File: src/rtl/sseg_scan_decoder_pkg.sv
//============================================================================
// sseg_scan_decoder_pkg: segment patterns, digit codes, FSM encoding. Rev 1.0
//============================================================================
`default_nettype none

package sseg_scan_decoder_pkg;

  // Patterns are {g,f,e,d,c,b,a}, active-high; shared with the display driver.
  localparam logic [6:0] c_SEG_0     = 7'b0111111;
  localparam logic [6:0] c_SEG_1     = 7'b0000110;
  localparam logic [6:0] c_SEG_2     = 7'b1011011;
  localparam logic [6:0] c_SEG_3     = 7'b1001111;
  localparam logic [6:0] c_SEG_4     = 7'b1100110;
  localparam logic [6:0] c_SEG_5     = 7'b1101101;
  localparam logic [6:0] c_SEG_6     = 7'b1111101;
  localparam logic [6:0] c_SEG_7     = 7'b0000111;
  localparam logic [6:0] c_SEG_8     = 7'b1111111;
  localparam logic [6:0] c_SEG_9     = 7'b1101111;
  localparam logic [6:0] c_SEG_DASH  = 7'b1000000;
  localparam logic [6:0] c_SEG_BLANK = 7'b0000000;

  localparam logic [3:0] c_DIG_DASH    = 4'hA;
  localparam logic [3:0] c_DIG_BLANK   = 4'hB;
  localparam logic [3:0] c_DIG_INVALID = 4'hF;

  typedef enum logic [0:0] {
    ST_IDLE = 1'b0,
    ST_SCAN = 1'b1
  } state_t;

endpackage

`default_nettype wire

File: src/rtl/sseg_pattern_decode.sv
//============================================================================
// sseg_pattern_decode: 7-bit segment pattern to 4-bit digit code. Rev 1.0
//============================================================================
`default_nettype none

module sseg_pattern_decode
  import sseg_scan_decoder_pkg::*;
(
  input  logic [6:0] i_pattern,
  output logic [3:0] o_code
);

  always_comb begin
    o_code = c_DIG_INVALID;
    case (i_pattern)
      c_SEG_0:     o_code = 4'd0;
      c_SEG_1:     o_code = 4'd1;
      c_SEG_2:     o_code = 4'd2;
      c_SEG_3:     o_code = 4'd3;
      c_SEG_4:     o_code = 4'd4;
      c_SEG_5:     o_code = 4'd5;
      c_SEG_6:     o_code = 4'd6;
      c_SEG_7:     o_code = 4'd7;
      c_SEG_8:     o_code = 4'd8;
      c_SEG_9:     o_code = 4'd9;
      c_SEG_DASH:  o_code = c_DIG_DASH;
      c_SEG_BLANK: o_code = c_DIG_BLANK;
      default:     o_code = c_DIG_INVALID;
    endcase
  end

endmodule

`default_nettype wire

File: src/rtl/sseg_scan_decoder.sv
//============================================================================
// sseg_scan_decoder: samples a scanned 8-digit 7-seg bus into frames. Rev 1.0
//============================================================================
`default_nettype none

module sseg_scan_decoder
  import sseg_scan_decoder_pkg::*;
#(
  parameter int SETTLE  = 2,
  parameter int TIMEOUT = 1024
) (
  input  logic        clock,
  input  logic        reset,
  input  logic [7:0]  an,
  input  logic        a,
  input  logic        b,
  input  logic        c,
  input  logic        d,
  input  logic        e,
  input  logic        f,
  input  logic        g,
  input  logic        dp,
  output logic [31:0] digits,
  output logic [7:0]  dp_mask,
  output logic        frame_valid,
  output logic        frame_error,
  output logic        link_active
);

  localparam int c_TW = $clog2(TIMEOUT);

  logic [6:0]  w_seg;
  logic [15:0] w_sample;
  logic [3:0]  w_code;
  logic [7:0]  w_an_low;
  logic [7:0]  w_prev_an_low;
  logic        w_blank;
  logic        w_valid;
  logic        w_glitch;
  logic        w_prev_glitch;
  logic [2:0]  w_index;
  logic [7:0]  w_bit;
  logic [2:0]  w_settle_next;
  logic        w_capture;
  logic        w_timeout;

  state_t      r_state;
  state_t      w_state_next;
  logic [7:0]  r_mask;
  logic [7:0]  w_mask_next;
  logic [2:0]  r_expect;
  logic [2:0]  w_expect_next;
  logic        w_store;
  logic        w_publish;
  logic        w_error;

  logic [15:0]     r_prev;
  logic [2:0]      r_settle;
  logic [c_TW-1:0] r_tmo;
  logic            r_link;
  logic [31:0]     r_shadow;
  logic [7:0]      r_shadow_dp;
  logic [31:0]     r_digits;
  logic [7:0]      r_dp_mask;
  logic            r_frame_valid;
  logic            r_frame_error;

  assign w_seg    = {g, f, e, d, c, b, a};
  assign w_sample = {an, w_seg, dp};

  sseg_pattern_decode u_decode (
    .i_pattern (w_seg),
    .o_code    (w_code)
  );

  assign w_an_low      = ~an;
  assign w_blank       = (an == 8'hFF);
  assign w_valid       = !w_blank && ((w_an_low & (w_an_low - 8'd1)) == 8'd0);
  assign w_glitch      = !w_blank && !w_valid;
  assign w_prev_an_low = ~r_prev[15:8];
  // A glitch held over several cycles raises a single error pulse.
  assign w_prev_glitch = (r_prev[15:8] != 8'hFF) &&
                         ((w_prev_an_low & (w_prev_an_low - 8'd1)) != 8'd0);

  always_comb begin
    w_index = 3'd0;
    for (int i = 0; i < 8; i++) begin
      if (!an[i]) w_index = 3'(i);
    end
  end

  assign w_bit = 8'd1 << w_index;

  // Saturating at 7 keeps the capture to a single cycle per dwell.
  assign w_settle_next = (w_valid && (w_sample == r_prev))
                       ? ((r_settle == 3'd7) ? 3'd7 : r_settle + 3'd1)
                       : 3'd0;
  assign w_capture = w_valid && (w_settle_next == 3'(SETTLE - 1));
  assign w_timeout = r_link && (r_tmo == c_TW'(TIMEOUT - 1)) && !w_capture;

  always_comb begin
    w_state_next  = r_state;
    w_mask_next   = r_mask;
    w_expect_next = r_expect;
    w_store       = 1'b0;
    w_publish     = 1'b0;
    w_error       = 1'b0;
    if (w_glitch) begin
      w_state_next = ST_IDLE;
      w_mask_next  = 8'd0;
      w_error      = !w_prev_glitch;
    end else if (w_timeout) begin
      w_state_next = ST_IDLE;
      w_mask_next  = 8'd0;
    end else if (w_capture) begin
      case (r_state)
        ST_IDLE: begin
          if (w_index == 3'd0) begin
            w_store       = 1'b1;
            w_mask_next   = 8'd1;
            w_expect_next = 3'd1;
            w_state_next  = ST_SCAN;
          end
        end
        ST_SCAN: begin
          if (w_index == r_expect) begin
            w_store = 1'b1;
            if ((r_mask | w_bit) == 8'hFF) begin
              w_publish    = 1'b1;
              w_mask_next  = 8'd0;
              w_state_next = ST_IDLE;
            end else begin
              w_mask_next   = r_mask | w_bit;
              w_expect_next = r_expect + 3'd1;
            end
          end else if (w_index == 3'd0) begin
            w_store       = 1'b1;
            w_mask_next   = 8'd1;
            w_expect_next = 3'd1;
            w_error       = 1'b1;
          end else begin
            w_error      = 1'b1;
            w_mask_next  = 8'd0;
            w_state_next = ST_IDLE;
          end
        end
        default: begin
          w_state_next = ST_IDLE;
          w_mask_next  = 8'd0;
        end
      endcase
    end
  end

  always_ff @(posedge clock or posedge reset) begin
    if (reset) begin
      r_state  <= ST_IDLE;
      r_mask   <= 8'd0;
      r_expect <= 3'd0;
    end else begin
      r_state  <= w_state_next;
      r_mask   <= w_mask_next;
      r_expect <= w_expect_next;
    end
  end

  always_ff @(posedge clock or posedge reset) begin
    if (reset) begin
      r_prev        <= {8'hFF, 8'h00};
      r_settle      <= 3'd0;
      r_tmo         <= '0;
      r_link        <= 1'b0;
      r_shadow      <= 32'd0;
      r_shadow_dp   <= 8'd0;
      r_digits      <= 32'd0;
      r_dp_mask     <= 8'd0;
      r_frame_valid <= 1'b0;
      r_frame_error <= 1'b0;
    end else begin
      r_prev        <= w_sample;
      r_settle      <= w_settle_next;
      r_frame_valid <= w_publish;
      r_frame_error <= w_error;
      if (w_capture) begin
        r_tmo  <= '0;
        r_link <= 1'b1;
      end else begin
        if (r_tmo != c_TW'(TIMEOUT - 1)) r_tmo <= r_tmo + 1'b1;
        if (w_timeout) r_link <= 1'b0;
      end
      if (w_store) begin
        r_shadow[4*w_index +: 4] <= w_code;
        r_shadow_dp[w_index]     <= dp;
      end
      // Digit 7 is merged straight from the bus so publish costs one cycle.
      if (w_publish) begin
        r_digits  <= {w_code, r_shadow[27:0]};
        r_dp_mask <= {dp, r_shadow_dp[6:0]};
      end
    end
  end

  assign digits      = r_digits;
  assign dp_mask     = r_dp_mask;
  assign frame_valid = r_frame_valid;
  assign frame_error = r_frame_error;
  assign link_active = r_link;

endmodule

`default_nettype wire

File: config.mk
export PLATFORM = sky130hd
export DESIGN_NAME = sseg_scan_decoder
export DESIGN_NICKNAME = d
export VERILOG_FILES = /design/src/rtl/sseg_scan_decoder_pkg.sv /design/src/rtl/sseg_pattern_decode.sv /design/src/rtl/sseg_scan_decoder.sv
export SDC_FILE = /design/constraint.sdc
export NUM_CORES = 1
export LEC_CHECK = 0
export BUFFER_PORTS_ARGS = -buffer_cell sky130_fd_sc_hd__buf_2
export CAP_MARGIN = 25
export CORE_ASPECT_RATIO = 1.75
export CORE_UTILIZATION = 35
export CTS_BUF_LIST = sky130_fd_sc_hd__clkbuf_8
export DETAILED_ROUTE_END_ITERATION = 8
export GPL_ROUTABILITY_DRIVEN = 0
export GPL_TIMING_DRIVEN = 1
export SLEW_MARGIN = 40
export SYNTH_ARGS = -nofsm -noshare
export SYNTH_HDL_FRONTEND = slang
export SYNTH_HIERARCHICAL = 1
export SYNTH_SLANG_ARGS = --single-unit
File: constraint.sdc
create_clock -name clock -period 4.8 [get_ports clock]
set_clock_uncertainty 0.15 [all_clocks]
set_input_delay 0.24 -clock clock [delete_from_list [all_inputs] [get_ports clock]]
set_output_delay 0.24 -clock clock [all_outputs]
set_load 0.02 [all_outputs]
### After elaboration in Yosys (flattened, before gate mapping)

Index checks and enable logic that the tools add are counted.

* output and inout port bits: 43
* logic and storage cells: 128
* bits of input ports: 18
* register bits after elaboration: 124

* muxes and demuxes: 53
* shift operators: 3
* bitwise logic cells: 8
* reductions and logical operators: 21
* add/sub/neg operators: 6
* order comparisons: 2
* eq/ne operators: 22

Operators with widths (number)
* $eq A7 B7 Y1 const B: 8
* $mux W8: 6
* $pmux W4 S12: 1
* $neg A5 Y34: 1
* $shift A4 B34 Y32 const A: 1
* $shiftx A4 B34 Y32: 1
* $mux W3: 11
* $bwmux W32: 1
* $mux W1: 26
* $mux W10: 2
* $and A8 B8 Y8: 2
* $eq A16 B16 Y1: 1
* $eq A8 B8 Y1 const B: 2
* $not A8 Y8: 2
* $pmux W8 S2: 1
* $sub A8 B1 Y8 const B: 2
* $eq A7 B3 Y1 const B: 2
* $add A10 B1 Y10 const B: 1
* $eq A10 B10 Y1 const B: 1
* $ne A10 B10 Y1 const B: 1
* $bwmux W8: 1
* $logic_and A1 B1 Y1: 8
* $logic_not A8 Y1: 1
* $ne A8 B8 Y1 const B: 1
* 23 further kinds: 31

### Longest topological paths before layout

Gate-level depths: netlist (run 1).

* depth in word-level cells: 16
* gate-level depth with buffers: 14

### Hierarchy

The synthesis (run 1) kept the hierarchy.

By module, submodules not included
* sseg_scan_decoder: area an instance 5763.0 um2, cells an instance 457, instances 1, sequential area each 2987.9 um2
* sseg_pattern_decode: area an instance 242.7 um2, cells an instance 41, instances 1, sequential area each 0.0 um2

### Worst setup path before layout (run 1)

Ideal clock, no wire load.

* path kind: input -> register
* start: input port an[2]
* end: register r_digits[0], in the netlist digits[0]
* path slack: 1.522 ns
* data arrival time: 3.003 ns
* stages: 14
* buffers on the path: 3
* cells stage by stage: buf_2 > nand2b_1 > a311o_1 > and2_1 > clkbuf_1 > inv_1 > ha_1 > nand2_1 > mux2_2 > a211oi_2 > nor4b_4 > nand2_4 > buf_6 > mux2_4

* longest elaborated chain between the ends: 15
* elaborated cells on any way between the ends: 32

RTL lines
* start, declared: RTL line sseg_scan_decoder.sv:14 `input logic [7:0] an,`
* $mux W3 (6 in a row): RTL line sseg_scan_decoder.sv:88 `if (!an[i]) w_index = 3'(i);`
* $shl A1 B3 Y8: RTL line sseg_scan_decoder.sv:92 `assign w_bit = 8'd1 << w_index;`
* $or A8 B8 Y8: RTL line sseg_scan_decoder.sv:128 `if ((r_mask | w_bit) == 8'hFF) begin`
* $eq A8 B8 Y1: RTL line sseg_scan_decoder.sv:128
* $mux W1: RTL line sseg_scan_decoder.sv:128
* $mux W1: RTL line sseg_scan_decoder.sv:126 `if (w_index == r_expect) begin`
* $mux W1: RTL line sseg_scan_decoder.sv:116 `case (r_state)`
* $mux W1: RTL line sseg_scan_decoder.sv:115 `end else if (w_capture) begin`
* $mux W1: RTL line sseg_scan_decoder.sv:112 `end else if (w_timeout) begin`
* $mux W1 *: RTL line sseg_scan_decoder.sv:108 `if (w_glitch) begin`
* end signal, assigned: RTL line sseg_scan_decoder.sv:197 `r_digits <= {w_code, r_shadow[27:0]};`
* end, declared: RTL line sseg_scan_decoder.sv:63 `logic [31:0] r_digits;`

Every way passes the cells marked *; elsewhere a longest branch is shown, timed or not.
A chain may end at the register's enable or synchronous reset.

### Final worst setup path (run 1)

* start: input port an[5]
* end: register r_dp_mask[6], in the netlist dp_mask[6]

* longest elaborated chain between the ends: 13
* elaborated cells on any way between the ends: 29

RTL lines
* $not A8 Y8: RTL line sseg_scan_decoder.sv:76 `assign w_an_low = ~an;`
* $sub A8 B1 Y8: RTL line sseg_scan_decoder.sv:78 `assign w_valid = !w_blank && ((w_an_low & (w_an_low - 8'd1)) == 8'd0);`
* $and A8 B8 Y8: RTL line sseg_scan_decoder.sv:78
* $logic_not A8 Y1: RTL line sseg_scan_decoder.sv:78
* $logic_and A1 B1 Y1: RTL line sseg_scan_decoder.sv:78
* $logic_and A1 B1 Y1: RTL line sseg_scan_decoder.sv:95 `assign w_settle_next = (w_valid && (w_sample == r_prev))`
* $mux W3: RTL line sseg_scan_decoder.sv:96 `? ((r_settle == 3'd7) ? 3'd7 : r_settle + 3'd1)`
* $eq A3 B1 Y1: RTL line sseg_scan_decoder.sv:98 `assign w_capture = w_valid && (w_settle_next == 3'(SETTLE - 1));`
* $logic_and A1 B1 Y1: RTL line sseg_scan_decoder.sv:98
* $logic_not A1 Y1: RTL line sseg_scan_decoder.sv:99 `assign w_timeout = r_link && (r_tmo == c_TW'(TIMEOUT - 1)) && !w_capture;`
* $logic_and A1 B1 Y1: RTL line sseg_scan_decoder.sv:99
* $mux W1: RTL line sseg_scan_decoder.sv:112
* $mux W1 *: RTL line sseg_scan_decoder.sv:108
* end signal, assigned: RTL line sseg_scan_decoder.sv:198 `r_dp_mask <= {dp, r_shadow_dp[6:0]};`
* end, declared: RTL line sseg_scan_decoder.sv:64 `logic [7:0] r_dp_mask;`

Marks and branches as above.

==> results of run 1 <==
## cell families after synthesis
kind of cell / after synthesis
mux: 78
xor+xnor: 19
flops: 119
compound gates: 65
simple gates: 155
fa+ha+maj: 12
buf+inv: 50
## cell usage after synthesis, drive strengths merged, types with 4 or more instances
cell type / n
nand4b: 4
o21ai: 9
nor3: 6
xnor2: 18
dfstp: 8
nand2: 28
nor2: 22
nand4: 17
nand3: 10
inv: 18
a211oi: 11
a21oi: 12
and2: 8
mux2: 68
o22ai: 5
a41oi: 7
dfrtp: 111
mux2i: 10
buf: 25
clkbuf: 7
and4: 6
nand2b: 4
and3: 27
ha: 9
nor4: 6
## sequential cells by signal, indices dropped and copies added, names as in the netlist, 7 cells and up
signal,count
r_shadow_dp,7
r_mask,8
r_shadow,28
digits,32
r_tmo,10
dp_mask,8
r_prev,16
## metal layers
layer | GRT usage | up-vias
met4 | 0.07971 | 0
met2 | 0.2705 | 106
met3 | 0.03422 | 19
li1 | - | 1946
met5 | 0 | -
met1 | 0.1816 | 2019
## metrics by stage
step	area, um^2	setup slack, ns
after global placement	6411	0.9836
after floorplan	6006	1.266
after detailed placement	6419	0.7905
after CTS	7034	0.7439
final	7034	0.6992
after global routing	7034	0.5111
## worst max-delay path, stage by stage
cell	delay [ns]
dlygate4sd3_1	0.52
buf_2	0.26
nor2b_4	0.21
a311o_1	0.23
and2_1	0.36
ha_1	0.24
ha_1	0.37
o22ai_1	0.17
a211oi_2	0.24
nor4b_4	0.43
nand2_4	0.50
mux2_4	0.46
## final cells by class
type                    count  area share
flip-flops and latches    119      0.4248
multi-input cells         329      0.3901
repair buffers             81     0.07115
well taps                 227     0.04038
clock buffers              20     0.03913
clock inverters            11     0.02419
inverters                  18     0.01032
## power groups by stage
stage	sequential, mW	clock, mW	combinational (mW)
final	1.10	1.01	0.243
after global routing	1.11	1.09	0.277
after CTS	1.10	1.04	0.247
after detailed placement	1.12	0	0.237
after global placement	1.11	0	0.221
after floorplan	1.11	0	0.178
## worst max path at each step
| stage | to | slack (ns) | depth (start not counted) |
|---|---|---|---|
| after CTS | dp_mask[6] | 0.74 | 12 |
| after global routing | dp_mask[4] | 0.51 | 12 |
| after detailed placement | dp_mask[4] | 0.79 | 11 |
| final | dp_mask[6] | 0.70 | 12 |
| after global placement | dp_mask[4] | 0.98 | 12 |
| after floorplan | digits[0] | 1.27 | 1 |
## what timing repair did
item / in CTS / in global routing
hold buffers: 17 / 0
endpoints found under the hold margin: 87 / 0
gates resized for setup: 0 / 0
==> flow_summary_export.csv, run 1 <==
group,metric,value,unit
synth,synthSimpleGateAreaFrac,0.1535,
synth,synth.yosys.seq_area_share,0.4975,
drt,dr_wl_met3,507,um
sta,max_slew_margin,0.4952,
grt,antenna_found_initial,0,
sta,hold_violations,0,
synth,synth.area.top_cells,"dfrtp_1 (46%), mux2_4 (11%), mux2_2 (3.8%)",
synth,synth_top_cell_by_area,"dfrtp_1",
critical_path,crit_fanout,41,
synth,yosysTopAreaCellShare,0.4625,
drt,first_pass_iters,4,
synth,synth_adder_area_share,0.02375,
floorplan,placementRows,63,
placement,io_buffers,60,
clock_tree,clk_pin_slew,0.07,ns
drt,highest_layer,"met4",
critical_path,r2r_start,"r_prev[14]",
critical_path,worst_setup_path_end_kind,"flop",
clock_tree,cts_root_buf,"clkbuf_8",
synth,synth_xor_area_frac,0.02771,
grt,grt_pass1_wl,21310,um
final_layout,multi_input_area,2744,um^2
pwr,p_switching,0.5923,mW
synth,synth_top_family_by_area,"multiplexers",
critical_path,r2r_setup_slack,1.83,ns
drt,met2_wirelength,6830,um
critical_path,worstRegToRegCells,6,
critical_path,required,4.97,ns
drt,route.detailed.drc,0,
final_layout,fillCellCount,1641,
grt,gr-usage-all-layers,0.1573,
grt,grt_pass1_vias,4127,
synth,ys.flop_type,"dfrtp_1",
final_layout,layout.nets,593,
final_layout,synthToLayoutAreaGrowth,17.13,%
synth,synth_edf_count,0,
synth,synthMuxAreaShare,0.1710,
synth,async_reset_ff_frac,1.000,
synth,synth_nets,525,
sta,max_freq,243.9,MHz
floorplan,initial_core_util,0.3560,
floorplan,ioPinCount,61,
sta,rsz0062_at_grt,"false",
final_layout,drive_gt1_frac,0.3080,
outcome,status,"complete, no violations",
clock_tree,cts_buffer_depth,2,
drt,drt_iter0_markers,217,
sta,worst_pin_slew,0.7572,ns
min_path,hp-class,"in -> async",
sta,period_share,0.8543,
pwr,power_frac_seq,0.468,
sta,tns,0,ns
final_layout,layout_common_cells,"dfrtp_1 (111), buf_2 (60), mux2_4 (43), nand2_1 (27), and3_1 (27)",
pwr,p_per_area,334.2,nW/um^2
pwr,leakage,3.509,nW
drt,vias,4090,
synth,synth_seq_cells,119,
clock_tree,cts_max_level,4,
critical_path,arrival,4.27,ns
synth,ys.warnings.count,6,
pwr,finalPower,2.351,mW
sta,period_needed,4.101,ns
floorplan,die_area,17710,um^2
final_layout,antenna_cells,0,
sta,hold_slack,0.3091,ns
drt,routedWlPerCell,16.18,um
pwr,p_sw_frac,0.2519,
run,cap_violations,0,
sta,setup_viol,0,
clock_tree,cts_tree,"built",
floorplan,fp.dieH,175.3,um
synth,syn-cell-area,6006,um^2
final_layout,seqCellArea,2988,um^2
pwr,cellInternalPower,1.759,mW
clock_tree,clock_sinks,119,
critical_path,crit_path_start,"an[5]",
synth,synth_compound_area_frac,0.08000,
clock_tree,clk_latency,0.43,ns
final_layout,final_common_cell,"dfrtp_1",
grt,grt_max_degree,81,
pwr,combPwrFrac,0.103,
synth,syn_avg_cell_area,12.06,um^2
pwr,irDropWorstVdd,0.1816,mV
pwr,p_clk_frac,0.429,
placement,dp_hpwl,9220,um
critical_path,cp-start-kind,"input port",
final_layout,fin_cells,805,
drt,postRouteWirelength,13020,um
drt,routed_via_density,5.081,
clock_tree,post_cts_buffers,0,
synth,synth.distinct_cells,64,
final_layout,finish.utilization,0.4170,
critical_path,rr_endpoint,"dp_mask[6]",
drt,drtAntennaViolNets,0,
synth,syn_inst,498,
placement,place_inst,757,
critical_path,critPathKind,"in -> reg",
drt,m1WireLength,5416,um
sta,drv_slew,0,
floorplan,die_w,101.0,um
clock_tree,cts_buffers,17,
grt,grt-ovfl-total,0,
floorplan,core_region_area,16870,um^2
Note: power is estimated with default switching activity, not from simulation.
==> run 2, diff against run 1 <==
--- a/config.mk
+++ b/config.mk
@@ -12,7 +12,6 @@
 export CTS_BUF_LIST = sky130_fd_sc_hd__clkbuf_8
 export DETAILED_ROUTE_END_ITERATION = 8
 export GPL_ROUTABILITY_DRIVEN = 0
-export GPL_TIMING_DRIVEN = 1
 export SLEW_MARGIN = 40
 export SYNTH_ARGS = -nofsm -noshare
 export SYNTH_HDL_FRONTEND = slang
==> constraint.sdc (replaced) <==
create_clock -name clock -period 3.5 [get_ports clock]
set_clock_uncertainty 0.15 [all_clocks]
set_input_delay 0.175 -clock clock [delete_from_list [all_inputs] [get_ports clock]]
set_output_delay 0.175 -clock clock [all_outputs]
set_load 0.02 [all_outputs]
==> run 2 against run 1 <==
  * Sequential share of layout area decreased by 0.43 points
  * Highest routed layer unchanged
  * Critical path type unchanged
  * Worst hold slack got worse by 0.012 ns
  * Final area grew 1.0%
  * Final cell count up 1.5%
  * Critical path depth increased by 2
  * Clock power increased by 23%
  * Global-route usage rose by 0.10 points
==> flow_summary_export.csv, run 2 (same netlist as run 1, synthesis figures left out) <==
group,metric,value,unit
critical_path,worstRegToRegCells,7,
critical_path,path_buf_inv,4,
final_layout,largest_reg_flops,32,
critical_path,arrival,3.47,ns
floorplan,placementRows,63,
drt,routedWlPerCell,15.87,um
final_layout,finish.utilization,0.4213,
floorplan,die_w,101.0,um
grt,antenna_found_initial,0,
sta,max_slew_margin,0.5496,
final_layout,multi_input_area,2759,um^2
final_layout,layout_common_cells,"dfrtp_1 (111), buf_2 (60), mux2_4 (43), nand2_1 (27), and3_1 (27)",
final_layout,fin_cells,817,
grt,grt-ovfl-total,0,
critical_path,critical_path_depth,14,
final_layout,fin_area,7107,um^2
sta,setup_ws,0.1820,ns
pwr,p_per_area,435.2,nW/um^2
sta,tns,0,ns
clock_tree,clk_pin_slew,0.08,ns
sta,hold_violations,0,
floorplan,ioPinCount,61,
drt,routed_via_density,5.089,
clock_tree,cts_buffers,17,
clock_tree,cts_buffer_depth,2,
placement,placed_cell_area,6504,um^2
final_layout,drive_gt1_frac,0.3288,
final_layout,fillCellCount,1637,
pwr,cellInternalPower,2.237,mW
critical_path,cpMaxStageDelayCell,"dlygate4sd3_1",
run,cap_violations,0,
drt,first_pass_iters,5,
sta,drv_slew,0,
critical_path,required,3.65,ns
clock_tree,cts_max_level,4,
pwr,finalPower,3.093,mW
floorplan,initial_core_util,0.3560,
critical_path,crit_fanout,41,
pwr,p_switching,0.8560,mW
grt,gr-usage-all-layers,0.1583,
sta,rsz0062_at_grt,"false",
sta,worst_pin_slew,0.6756,ns
critical_path,critPathKind,"in -> reg",
sta,max_freq,301.4,MHz
drt,drt_iter0_markers,138,
sta,hold_slack,0.2966,ns
grt,grt_pass1_wl,21930,um
placement,dpl_worst_slack,0.1567,ns
pwr,combPwrFrac,0.111,
critical_path,worstPathCellList,"dlygate4sd3_1 -> buf_2 -> nand2b_1 -> a311o_1 -> and2_1 -> buf_4 -> ha_1 -> ha_1 -> o22ai_1 -> a211oi_2 -> nor4b_4 -> nand2_4 -> buf_12 -> mux2_2",
final_layout,antenna_cells,0,
placement,io_buffers,60,
critical_path,crit_end,"digits[23]",
sta,setup_viol,0,
critical_path,r2r_setup_slack,0.69,ns
floorplan,core_region_area,16870,um^2
drt,postRouteWirelength,12970,um
final_layout,layout.nets,604,
floorplan,fp.dieH,175.3,um
drt,route.detailed.drc,0,
pwr,p_sw_frac,0.2768,
grt,grt_pass1_vias,4448,
critical_path,path_common_cell,"ha_1",
final_layout,synthToLayoutAreaGrowth,18.33,%
critical_path,cp-start-kind,"input port",
sta,period_needed,3.318,ns
critical_path,worst_setup_path_end_kind,"flop",
clock_tree,clk_latency,0.42,ns
pwr,power_frac_seq,0.487,
critical_path,r2r_start,"r_prev[12]",
grt,grt_max_degree,120,
critical_path,path_delay_family,"buffers and inverters",
clock_tree,clock_sinks,119,
drt,vias,4158,
placement,dp_hpwl,9280,um
sta,period_share,0.9480,
min_path,hp-class,"in -> async",
pwr,irDropWorstVdd,0.2141,mV
final_layout,seqCellArea,2988,um^2
critical_path,crit_path_start,"an[1]",
clock_tree,cts_root_buf,"clkbuf_8",
pwr,leakage,3.552,nW
clock_tree,cts_tree,"built",
drt,drtAntennaViolNets,0,
critical_path,rr_endpoint,"r_expect[1]",
final_layout,final_common_cell,"dfrtp_1",
outcome,status,"complete, no violations",
floorplan,die_area,17710,um^2
pwr,p_clk_frac,0.402,
placement,place_inst,766,
critical_path,worst_path_largest_cell_delay,0.52,ns
==> run 2: timing repair <==
action / in CTS / in global routing
hold buffers: 17 / 0
setup buffers: 0 / 2
endpoints found under the hold margin: 127 / 0
endpoints found under the setup margin: 0 / 44
resized for setup: 0 / 6
==> run 2: final cells by class <==
class | count | area share
clock buffer | 17 | 0.03292
clock inverter | 15 | 0.02306
tap | 227 | 0.03996
multi-input combinational | 329 | 0.3882
timing repair buffer | 92 | 0.08556
inverter | 18 | 0.009859
sequential | 119 | 0.4204
==> run 2: tightest hold or removal path: stages <==
cell	delay, ns
dlygate4sd3_1	0.53
buf_2	0.13
inv_4	0.05
buf_12	0.44
==> run 2: power by group through the flow <==
stage | sequential, mW | clock, mW | combinational [mW]
floorplan | 1.52 | 0 | 0.245
global placement | 1.52 | 0 | 0.311
detailed placement | 1.53 | 0 | 0.331
CTS | 1.51 | 1.27 | 0.345
global route | 1.52 | 1.33 | 0.392
finish | 1.51 | 1.24 | 0.344
==> run 2: how the worst min path moves through the flow <==
| stage | cells past startpoint | endpoint | slack [ns] | from |
|---|---|---|---|---|
| global route | 2 | r_prev[8] | 0.31 | an[0] |
| floorplan | 0 | r_prev[10] | 0.03 | an[2] |
| finish | 4 | r_mask[7] | 0.30 | reset |
| CTS | 2 | r_prev[9] | 0.28 | an[1] |
| global placement | 1 | r_prev[8] | 0.18 | an[0] |
| detailed placement | 1 | r_prev[9] | 0.19 | an[1] |
==> run 2: metal layers <==
layer	global-route usage	part of all wire	routed length, um
met1	0.1770	0.40	5227
met2	0.2825	0.54	6957
met3	0.03303	0.031	401
met4	0.07428	0.029	381
met5	0	0	0
==> run 3, diff against run 2 <==
--- a/config.mk
+++ b/config.mk
@@ -7,11 +7,15 @@
 export LEC_CHECK = 0
 export BUFFER_PORTS_ARGS = -buffer_cell sky130_fd_sc_hd__buf_2
 export CAP_MARGIN = 25
+export CELL_PAD_IN_SITES_DETAIL_PLACEMENT = 1
+export CELL_PAD_IN_SITES_GLOBAL_PLACEMENT = 1
 export CORE_ASPECT_RATIO = 1.75
 export CORE_UTILIZATION = 35
 export CTS_BUF_LIST = sky130_fd_sc_hd__clkbuf_8
 export DETAILED_ROUTE_END_ITERATION = 8
 export GPL_ROUTABILITY_DRIVEN = 0
+export HOLD_SLACK_MARGIN = 0.08
+export PLACE_DENSITY_LB_ADDON = 0.1
 export SLEW_MARGIN = 40
 export SYNTH_ARGS = -nofsm -noshare
 export SYNTH_HDL_FRONTEND = slang
==> run 3 against run 2 <==
  * Sequential power about the same
  * Fmax fell by 3.4%
  * Register-to-register slack lost 0.15 ns
  * Power increased by 7.2%
  * Wire length is 20% higher
  * Global-route usage is 2.5 points higher
  * Final cell count increased by 0.98%
  * Worst hold slack got worse by 0.10 ns
  * Sequential share of layout area fell by 1.1 points
  * Via count up 2.5%
  * Highest routed layer unchanged
==> flow_summary_export.csv, run 3 (same netlist as run 1, synthesis figures left out) <==
group,metric,value,unit
pwr,irDropWorstVdd,0.2270,mV
pwr,p_sw_frac,0.2636,
pwr,combPwrFrac,0.107,
sta,hold_violations,0,
final_layout,antenna_cells,0,
run,cap_violations,0,
critical_path,cp-start-kind,"input port",
drt,vias,4260,
sta,drv_slew,0,
clock_tree,cts_buffers,17,
critical_path,crit_fanout,7,
floorplan,placementRows,63,
drt,drtAntennaViolNets,0,
grt,antenna_found_initial,0,
final_layout,layout_common_cells,"dfrtp_1 (111), buf_2 (59), mux2_4 (43), nand2_1 (27), and3_1 (27)",
critical_path,required,3.69,ns
floorplan,die_area,17710,um^2
final_layout,synthToLayoutAreaGrowth,21.63,%
sta,setup_viol,0,
final_layout,final_common_cell,"dfrtp_1",
drt,first_pass_iters,4,
pwr,finalPower,3.316,mW
sta,worst_pin_slew,0.6280,ns
drt,route.detailed.drc,0,
min_path,hp-class,"in -> async",
critical_path,worst_path_largest_cell_delay,0.53,ns
floorplan,initial_core_util,0.3560,
sta,max_slew_margin,0.5785,
pwr,power_frac_seq,0.455,
critical_path,critPathKind,"in -> reg",
pwr,p_per_area,453.9,nW/um^2
grt,grt_max_degree,86,
clock_tree,clock_sinks,119,
critical_path,r2r_setup_slack,0.54,ns
pwr,p_clk_frac,0.438,
floorplan,core_region_area,16870,um^2
sta,max_freq,291.2,MHz
final_layout,fin_cells,825,
placement,place_inst,770,
placement,io_buffers,60,
outcome,status,"complete, no violations",
grt,grt-ovfl-total,0,
pwr,p_switching,0.8741,mW
clock_tree,cts_tree,"built",
sta,hold_slack,0.1918,ns
clock_tree,cts_max_level,4,
drt,drt_iter0_markers,96,
final_layout,drive_gt1_frac,0.3328,
final_layout,largest_reg_flops,32,
floorplan,die_w,101.0,um
grt,gr-usage-all-layers,0.1831,
clock_tree,cts_buffer_depth,2,
floorplan,ioPinCount,61,
grt,grt_pass1_wl,24360,um
critical_path,cpMaxStageDelayCell,"dlygate4sd3_1",
floorplan,fp.dieH,175.3,um
sta,period_needed,3.434,ns
clock_tree,clk_pin_slew,0.08,ns
critical_path,worst_setup_path_end_kind,"flop",
drt,routedWlPerCell,18.87,um
placement,dp_hpwl,10500,um
pwr,leakage,3.663,nW
sta,period_share,0.9811,
critical_path,worstPathCellList,"dlygate4sd3_1 -> buf_2 -> nor2b_4 -> a311o_1 -> and2_4 -> ha_1 -> nand2_1 -> mux2_2 -> a211oi_4 -> nor4b_4 -> nand2_4 -> clkbuf_16 -> mux2_4",
clock_tree,cts_root_buf,"clkbuf_8",
final_layout,layout.nets,612,
drt,routed_via_density,5.164,
critical_path,arrival,3.62,ns
grt,grt_pass1_vias,4545,
clock_tree,post_cts_buffers,0,
drt,postRouteWirelength,15570,um
clock_tree,clk_latency,0.46,ns
pwr,cellInternalPower,2.442,mW
[run 3: what timing repair did]
item / 4_1_cts / 5_1_grt
resized for setup: 0 / 8
hold endpoints to repair: 102 / 1
endpoints found under the setup margin: 0 / 44
hold buffers: 17 / 1
[run 3: final cells by class]
cell class	instances	area, um^2
multi-input cells	329	2761
fillers	1877	9564
clock buffers	17	234.0
inverters	18	75.07
clock inverters	15	227.7
repair buffers	100	734.5
flip-flops and latches	119	2988
well taps	227	284.0
[run 3: power groups by stage]
| stage | Sequential (mW) | Combinational, mW | Clock [mW] |
|---|---|---|---|
| after floorplan | 1.52 | 0.245 | 0 |
| after global placement | 1.53 | 0.320 | 0 |
| after detailed placement | 1.53 | 0.344 | 0 |
| after CTS | 1.51 | 0.359 | 1.50 |
| after global routing | 1.52 | 0.404 | 1.55 |
| final | 1.51 | 0.355 | 1.45 |
[run 3: path summary, 6_finish.rpt]
| path | cells after the start | startpoint | endpoint |
|---|---|---|---|
| max reg2reg | 7 | r_prev[14] | digits[27] |
| max | 13 | an[5] | digits[27] |
| max in group asynchronous | 4 | reset | r_tmo[2] |
| min in group clock | 2 | an[0] | r_prev[8] |
| min reg2reg | 1 | r_shadow[13] | r_shadow[13] |
| min | 3 | reset | r_shadow[17] |
[run 3: routing by layer]
metal | global-route usage | share of wire | vias up
met5 | 0 | 0 | -
met4 | 0.07065 | 0.025 | 0
met3 | 0.04019 | 0.032 | 29
met2 | 0.3256 | 0.55 | 85
met1 | 0.2109 | 0.39 | 2160
li1 | - | - | 1986
[run 3: critical path: cells and delay by family]
kind	cells	cell delay, ns
compound gates	2	0.57
fa+ha+maj	1	0.31
buf+inv	3	0.96
mux	2	0.59
simple gates	5	1.01
[run 3: stage by stage]
stage / setup slack [ns] / utilization / cell area, um^2 / TNS, ns
after CTS: 0.03067 / 0.4242 / 7156 / 0
final: 0.06623 / 0.4330 / 7305 / 0
after global placement: 0.1792 / 0.3866 / 6521 / 0
after global routing: -0.002943 / 0.4330 / 7305 / -0.002943
after detailed placement: 0.09707 / 0.3867 / 6524 / 0
after floorplan: 0.03077 / - / 6006 / 0
